### src/rtl/mem_access_unit.sv
// mem_access_unit: byte-serial load/store sequencer between the CPU
// load/store path and an 8-bit memory controller. One request is in flight
// at a time; loads are assembled little-endian and sign/zero extended.
// Optional feature macro: MAU_TIMEOUT_EN. When it is defined, an access
// that sees 16 consecutive stalled cycles is abandoned with rsp_err=1.
module mem_access_unit #(
  parameter int unsigned addressWidth = 32,
  parameter int unsigned dataWidth    = 8
) (
  input  logic                    clk,
  input  logic                    rst,
  input  logic                    req_valid,
  output logic                    req_ready,
  input  logic                    req_write,
  input  logic [1:0]              req_size,
  input  logic                    req_signed,
  input  logic [addressWidth-1:0] req_addr,
  input  logic [31:0]             req_wdata,
  output logic                    rsp_valid,
  output logic [31:0]             rsp_rdata,
  output logic                    rsp_err,
  output logic                    mem_read,
  output logic                    mem_write,
  output logic [addressWidth-1:0] mem_addr,
  output logic [dataWidth-1:0]    mem_wdata,
  input  logic [dataWidth-1:0]    mem_rdata,
  input  logic                    mem_ready
);

  typedef enum logic [1:0] {
    IDLE   = 2'd0,
    ACCESS = 2'd1,
    DONE   = 2'd2
  } state_t;

  state_t                  state_q;
  logic [1:0]              size_q;
  logic                    write_q;
  logic                    signed_q;
  logic [31:0]             wdata_q;   // store bytes not yet presented, lane 0 next
  logic [1:0]              idx_q;
  logic [1:0]              last_q;    // index of the final byte (n-1)
  logic [31:0]             asm_q;

  logic                    mem_read_q;
  logic                    mem_write_q;
  logic [addressWidth-1:0] mem_addr_q;
  logic [dataWidth-1:0]    mem_wdata_q;
  logic                    rsp_valid_q;
  logic [31:0]             rsp_rdata_q;
  logic                    rsp_err_q;

`ifdef MAU_TIMEOUT_EN
  logic [3:0]              stall_cnt_q;
`endif

  logic [31:0]             asm_d;
  logic [31:0]             load_d;
  logic                    misaligned_d;
  logic [1:0]              last_d;

  assign req_ready = (state_q == IDLE);
  assign rsp_valid = rsp_valid_q;
  assign rsp_rdata = rsp_rdata_q;
  assign rsp_err   = rsp_err_q;
  assign mem_read  = mem_read_q;
  assign mem_write = mem_write_q;
  assign mem_addr  = mem_addr_q;
  assign mem_wdata = mem_wdata_q;

  // Request decode: alignment check and final byte index for the size.
  always_comb begin
    misaligned_d = ((req_size == 2'b01) && req_addr[0]) ||
                   (req_size[1] && (req_addr[1:0] != 2'b00));
    unique case (req_size)
      2'b00:   last_d = 2'd0;
      2'b01:   last_d = 2'd1;
      default: last_d = 2'd3;
    endcase
  end

  // Assembly including the byte on the bus this cycle, and the extended result
  // so the response can be registered on the same edge as the last transfer.
  always_comb begin
    asm_d = asm_q;
    unique case (idx_q)
      2'd0: asm_d[7:0]   = mem_rdata;
      2'd1: asm_d[15:8]  = mem_rdata;
      2'd2: asm_d[23:16] = mem_rdata;
      2'd3: asm_d[31:24] = mem_rdata;
    endcase
    unique case (size_q)
      2'b00:   load_d = {{24{signed_q & asm_d[7]}}, asm_d[7:0]};
      2'b01:   load_d = {{16{signed_q & asm_d[15]}}, asm_d[15:0]};
      default: load_d = asm_d;
    endcase
    if (write_q) begin
      load_d = '0;
    end
  end

  // Sequencer FSM with registered bus and response outputs.
  always_ff @(posedge clk or negedge rst) begin
    if (!rst) begin
      state_q     <= IDLE;
      size_q      <= '0;
      write_q     <= 1'b0;
      signed_q    <= 1'b0;
      wdata_q     <= '0;
      idx_q       <= '0;
      last_q      <= '0;
      asm_q       <= '0;
      mem_read_q  <= 1'b0;
      mem_write_q <= 1'b0;
      mem_addr_q  <= '0;
      mem_wdata_q <= '0;
      rsp_valid_q <= 1'b0;
      rsp_rdata_q <= '0;
      rsp_err_q   <= 1'b0;
`ifdef MAU_TIMEOUT_EN
      stall_cnt_q <= '0;
`endif
    end else begin
      rsp_valid_q <= 1'b0;
      unique case (state_q)
        IDLE: begin
          if (req_valid) begin
            size_q   <= req_size;
            write_q  <= req_write;
            signed_q <= req_signed;
            idx_q    <= '0;
            last_q   <= last_d;
            asm_q    <= '0;
`ifdef MAU_TIMEOUT_EN
            stall_cnt_q <= '0;
`endif
            if (misaligned_d) begin
              state_q     <= DONE;
              wdata_q     <= '0;
              rsp_valid_q <= 1'b1;
              rsp_err_q   <= 1'b1;
              rsp_rdata_q <= '0;
            end else begin
              state_q     <= ACCESS;
              mem_addr_q  <= req_addr;
              mem_wdata_q <= req_wdata[7:0];
              wdata_q     <= req_wdata >> 8;
              mem_read_q  <= ~req_write;
              mem_write_q <= req_write;
            end
          end
        end
        ACCESS: begin
          if (mem_ready) begin
            asm_q <= asm_d;
`ifdef MAU_TIMEOUT_EN
            stall_cnt_q <= '0;
`endif
            if (idx_q == last_q) begin
              state_q     <= DONE;
              mem_read_q  <= 1'b0;
              mem_write_q <= 1'b0;
              mem_addr_q  <= '0;
              mem_wdata_q <= '0;
              rsp_valid_q <= 1'b1;
              rsp_err_q   <= 1'b0;
              rsp_rdata_q <= load_d;
            end else begin
              idx_q       <= idx_q + 2'd1;
              mem_addr_q  <= mem_addr_q + addressWidth'(1);
              mem_wdata_q <= wdata_q[7:0];
              wdata_q     <= wdata_q >> 8;
            end
          end
`ifdef MAU_TIMEOUT_EN
          else if (stall_cnt_q == 4'hF) begin
            // 16th consecutive stalled cycle: give up, bytes already stored stay.
            state_q     <= DONE;
            mem_read_q  <= 1'b0;
            mem_write_q <= 1'b0;
            mem_addr_q  <= '0;
            mem_wdata_q <= '0;
            rsp_valid_q <= 1'b1;
            rsp_err_q   <= 1'b1;
            rsp_rdata_q <= '0;
          end else begin
            stall_cnt_q <= stall_cnt_q + 4'd1;
          end
`endif
        end
        DONE: begin
          state_q     <= IDLE;
          rsp_err_q   <= 1'b0;
          rsp_rdata_q <= '0;
        end
        default: begin
          state_q <= IDLE;
        end
      endcase
    end
  end

endmodule

### config.mk
export PLATFORM = sky130hd
export DESIGN_NAME = mem_access_unit
export DESIGN_NICKNAME = d
export VERILOG_FILES = /design/src/rtl/mem_access_unit.sv
export SDC_FILE = /design/constraint.sdc
export NUM_CORES = 1
export LEC_CHECK = 0
export CAP_MARGIN = 30
export CORE_ASPECT_RATIO = 2
export CORE_MARGIN = 1
export CORE_UTILIZATION = 51
export DETAILED_ROUTE_END_ITERATION = 6
export PLACE_DENSITY = 0.77
export SYNTH_ARGS = -nofsm -noshare
export SYNTH_HDL_FRONTEND = slang
export SYNTH_SLANG_ARGS = --single-unit
### constraint.sdc
create_clock -name clk -period 3 [get_ports clk]
set_input_delay 0.3 -clock clk [delete_from_list [all_inputs] [get_ports clk]]
set_output_delay 0.3 -clock clk [all_outputs]
set_load 0.03 [all_outputs]
# ---- Yosys cells after proc, flatten, opt, wreduce, memory -nomap -nowiden
# Index checks and enable logic that the tools add are counted.
dict set report classes {
  n_mux 55
  reduce_logical 17
  eq_ne 14
  bitwise_logic 3
  n_addsub 2
}
# operator n
set op_table {}
lappend op_table {{$mux 32} 14}
lappend op_table {{$pmux 32 s2} 4}
lappend op_table {{$pmux 32 s3} 1}
lappend op_table {{$mux 8} 8}
lappend op_table {{$add 32x1->32 const B} 1}
lappend op_table {{$mux 24} 1}
lappend op_table {{$pmux 8 s2} 1}
lappend op_table {{$mux 2} 7}
lappend op_table {{$mux 1} 12}
lappend op_table {{$pmux 2 s2} 3}
lappend op_table {{$ne 2x2->1 const B} 5}
lappend op_table {{$reduce_and 5->1} 2}
lappend op_table {{$eq 2x1->1 const B} 4}
lappend op_table {{$logic_not 2->1} 4}
lappend op_table {{$reduce_and 4->1} 2}
lappend op_table {{$eq 2x2->1 const B} 3}
lappend op_table {{$pmux 1 s2} 3}
lappend op_table {{$reduce_and 3->1} 2}
lappend op_table {{$reduce_bool 2->1} 2}
lappend op_table {{$pmux 1 s3} 1}
lappend op_table {{$reduce_bool 3->1} 1}
lappend op_table {{$add 2x1->2 const B} 1}
lappend op_table {{$and 1x1->1} 2}
lappend op_table {{$eq 2x2->1} 1}
lappend op_table {{5 further kinds} 6}
dict set report totals {
  ff_bits 150
  elab_cells 106
}

# ---- Longest topological paths before layout
dict set report logic_depth {
  ltp_word 8
  depth_mapped 10
  mapped_depth_nobuf 7
}

# ---- Least setup slack after synthesis
# Ideal clock, no wire load.
dict set report synth_timing {
  path_type {register -> register}
  from {register state_q[1]}
  to {register mem_addr_q[23], in the netlist mem_addr[23]}
  required_ns 2.931
  setup_slack_ns 0.697
  setup_ns 0.069
  arrival_time_ns 2.234
  path_stages_with_launch 9
  path_cell_list {dfrtp_1 > inv_1 > ha_1 > buf_2 > or2_1 > o211ai_2 > a211o_1 > or4_1 > nand3_1}
}
dict set report synth_between {
  elab_chain_len 3
  elab_cells_between_ends 8
  classes_between {eq/ne: 4; mux: 1; reduce/logical: 3}
}
# element line
set synth_lines {}
lappend synth_lines {{start: declaration} 36} ;# state_t state_q;
lappend synth_lines {{start signal: assignment} 105} ;# state_q <= IDLE;
lappend synth_lines {{start signal: assignment} 138} ;# state_q <= DONE;
lappend synth_lines {{start signal: assignment} 144} ;# state_q <= ACCESS;
lappend synth_lines {{$logic_not 2->1 (*)} --}
lappend synth_lines {{named net req_ready} 13} ;# output logic req_ready,
lappend synth_lines {{$ne 2x2->1 (no line) or $reduce_bool 2->1 (tied branches)} --}
lappend synth_lines {{$reduce_and 4->1 (no line)} --}
lappend synth_lines {{end signal: assignment} 145} ;# mem_addr_q <= req_addr;
lappend synth_lines {{end signal: assignment} 170} ;# mem_addr_q <= mem_addr_q + addressWidth'(1);
lappend synth_lines {{end: declaration} 47} ;# logic [addressWidth-1:0] mem_addr_q;
# Mark *: on every way through the listed nets, which the timed path passes. The rest lies on a longest branch.
# A chain may end at the register's enable or synchronous reset.

# ---- Worst setup path in the final report
dict set report layout_timing {
  from {register state_q[0]}
  to {register rsp_rdata_q[5], in the netlist rsp_rdata[5]}
}
dict set report layout_between {
  elab_chain_len 3
  elab_cells_between_ends 10
  classes_between {eq/ne: 6; mux: 1; reduce/logical: 3}
}
# element line
set layout_lines {}
lappend layout_lines {{$eq 2x1->1, or another cell as far along} 125} ;# unique case (state_q)
lappend layout_lines {{$ne 2x2->1 (no line), or another cell as far along} --}
lappend layout_lines {{$reduce_and 5->1 (no line)} --}
lappend layout_lines {{end signal: assignment} 167} ;# rsp_rdata_q <= load_d;
lappend layout_lines {{end: declaration} 50} ;# logic [31:0] rsp_rdata_q;
# Parallel ways exist; a longest one is shown, timed or not.

==> out/metrics.cfg <==
[sta]
final.setup.worst_slack_ns=0.3763
timing_hold_violations_final=0
drv_slew=0
grt_setup_unrepaired=no
setup_viol=0
holdWs_ns=0.4628
fin_setup_tns_ns=0
clock_skew_ns=0.007694
timing.final.crit_share_pct=87.46
timing.slew.headroom_pct=32.55
fmax_mhz=381.1
period_needed_ns=2.624
max_slew.worst_pin.slew_ns=1.006

[logic_synthesis]
synth_seq_area_share_pct=50.48
synthArstFlopShare_pct=100.0
synth.distinct_cells=53
yosysTopAreaCell=dfrtp_1
postSynthCellCount=732
synth_edf_count=0
synth_top_area_share_pct=50.48
synth_nets=820
synthFlopType=dfrtp_1
syn_area_sq_um=7039
yosysWarnings=0
avgSynthCellArea_sq_um=9.616
ys_seq_elements=142
ys_top_cells_by_area=dfrtp_1 (50%), nand2_1 (6.8%), a22o_1 (5.5%), o21ai_0 (5.0%), mux2i_1 (4.0%)

[setup_path]
endpoint_kind=flop
start_kind=flop
crit_top_cell=inv_1
cp_slowest_cell=o21a_1
crit_required_ns=3.31
cp.arrival_ns=2.94
path_max_fanout=46
crit_type=reg -> reg
worstPathBufferInverterCount=3
rr_worst_depth=7
cpLargestDelayFamily=compound AO/OA/AOI/OAI gates
r2r_slack_ns=0.38
crit_cells=7
worstPathCellList=inv_1 > ha_1 > inv_1 > o21a_1 > o2111ai_4 > buf_12 > o31ai_1
max_stage_delay_ns=0.49

[die]
die_y_um=168.1
core_area_sq_um=13440
row_count=60
die_area_sq_um=14300
ios=157
die_w_um=85.08
start_util_pct=52.38

[cts]
clockBufferDepth=2
cts_htree_levels=4
cts_made_buffers=17
cts_tree=yes
path_clk_slew_ns=0.06
cts-root-buf=clkbuf_16
clock_sinks=142
cts.repair.resized=0
clk_latency_ns=0.42

[power]
p_leak_nw=3.948
cellPowerDensity_nw_per_um2=1038
max-vdd-ir-drop_uv=657.8

[cells_and_area]
final_nets=965
fin_util_pct=69.77
seq_area_sq_um=3553
layoutNonFillerInstCount=1045
drive_above_1_share_pct=7.978
area_delta_synth_final_pct=33.19
multi_input_area_sq_um=3258
nFillCells=1015
antenna_cells=0

[global_routing]
grt_pass1_wl_um=33890
use_met3_pct=5.294
grt_pass1_vias=6769
grt_use_met1_pct=32.15
grt-busiest-layer=met2
overflow=0
grt_usage_pct=30.76
grt_use_met2_pct=55.82
grt_start_max_net_pins=79
antenna_found_initial=0

[routing]
drc=0
drt_wl_total_um=21090
detail_route.vias_per_cell=6.291
dr.pass1.iters=5
avgRoutedWirePerCell_um=20.18
ant_nets=0
vias=6574
dr.first_iter.drc_count=379

[placement]
finalWeightedCongestion=0.8918
dp.cells=1012
io_buffers=156
hpwl_um=15130
place_ws_ns=0.3262

[flow_run]
maxCapViolations=0

[worst_hold_path]
hold_path_class=in -> reg
holdPathStages=3

[run_status]
outcome=completed

worst reg2reg max path, delay by kind of cell, from the launching register on:
family                   cells  cell delay [ns]
AO/OA/AOI/OAI                3             1.17
buffers and inverters        3             0.61
flip-flops                   1             0.41
adder cells (fa/ha/maj)      1             0.34
report_power, final:
| group | switching [W] | internal (W) | total, W |
|---|---|---|---|
| combinational | 0.00273 | 0.00174 | 0.00446 |
| sequential | 0.000699 | 0.00256 | 0.00326 |
| clock | 0.000855 | 0.00116 | 0.00201 |
| total | 0.00428 | 0.00545 | 0.00973 |
Yosys cell counts (3+ instances only):
master    count
a31oi_1       3
nand2_1     128
o21ai_0      71
a32o_1        3
a22oi_1      13
or4_1         3
and3_1       22
buf_1         7
a21o_1        5
nor2_1       19
o31ai_1       9
a22o_1       44
mux2_2       12
nand4_1      16
buf_2        15
o22ai_1       3
nor4_1        4
ha_1          8
dfrtp_1     142
nand3_1      22
o211ai_1     11
a21oi_1      45
mux2i_1      28
inv_1        12
clkbuf_1     29
o311ai_0      9
nor2b_1       7
nor3_1        7
timing repair:
item / in CTS / in global routing
setup buffers: 0 / 0
setup endpoints to repair: 0 / 0
hold buffers: 1 / 0
hold endpoints to repair: 76 / 0
final cells by class:
class	count	area share [%]
Sequential cell	142	37.90
Clock inverter	13	1.401
Multi-Input combinational cell	527	34.75
Timing Repair Buffer	177	18.78
Inverter	12	0.4804
Clock buffer	19	4.618
Tap cell	155	2.069
logic make-up after synthesis:
family,after synthesis,synth area share (%)
simple gates,238,15.64
fa+ha+maj,8,1.422
mux,40,5.901
xor+xnor,2,0.2489
compound gates,239,22.68
flops,142,50.48
buf+inv,63,3.626
per-layer routing:
metal / part of all wire, % / vias up
li1: - / 2990
met1: 34 / 3222
met2: 56 / 294
met3: 5.3 / 68
met4: 5.0 / 0
met5: 0 / -
stage by stage:
stage | area (sq um) | power (W)
after global routing | 9375 | 0.01029
after global placement | 8793 | 0.007544
after detailed placement | 8801 | 0.007694
after floorplan | 7039 | 0.005921
final | 9375 | 0.009733
after CTS | 9375 | 0.009747
path summary, 6_finish.rpt:
kind	start	end
min in group asynchronous	rst	asm_q[26]$_DFFE_PN0P_
max	state_q[0]$_DFFE_PN0P_	rsp_rdata[5]$_DFFE_PN0P_
max reg2reg	state_q[0]$_DFFE_PN0P_	rsp_rdata[5]$_DFFE_PN0P_
max in group asynchronous	rst	mem_addr[6]$_DFFE_PN0P_
min reg2reg	rsp_rdata[6]$_DFFE_PN0P_	rsp_rdata[6]$_DFFE_PN0P_
min	req_addr[10]	mem_addr[10]$_DFFE_PN0P_
placed cells by master, fill, tap and decap left out, types with 8 or more instances in the layout:
cell type	n
o211ai_1	11
and3_1	22
a21oi_1	45
ha_1	8
o31ai_1	9
nand4_1	16
a22o_1	44
dfrtp_1	142
a22oi_1	13
inv_1	12
mux2_2	12
nor2_1	19
nand3_1	22
o311ai_0	9
mux2i_1	28
clkdlybuf4s50_1	155
o21ai_0	71
buf_4	17
clkbuf_16	17
nand2_1	128
registers in the layout, indices dropped and copies added, names as in the netlist, 8 cells and up:
| register | cells |
|---|---|
| mem_addr | 32 |
| asm_q | 32 |
| rsp_rdata | 32 |
| mem_wdata | 8 |
| wdata_q | 24 |
(Power assumes the default switching activity.)
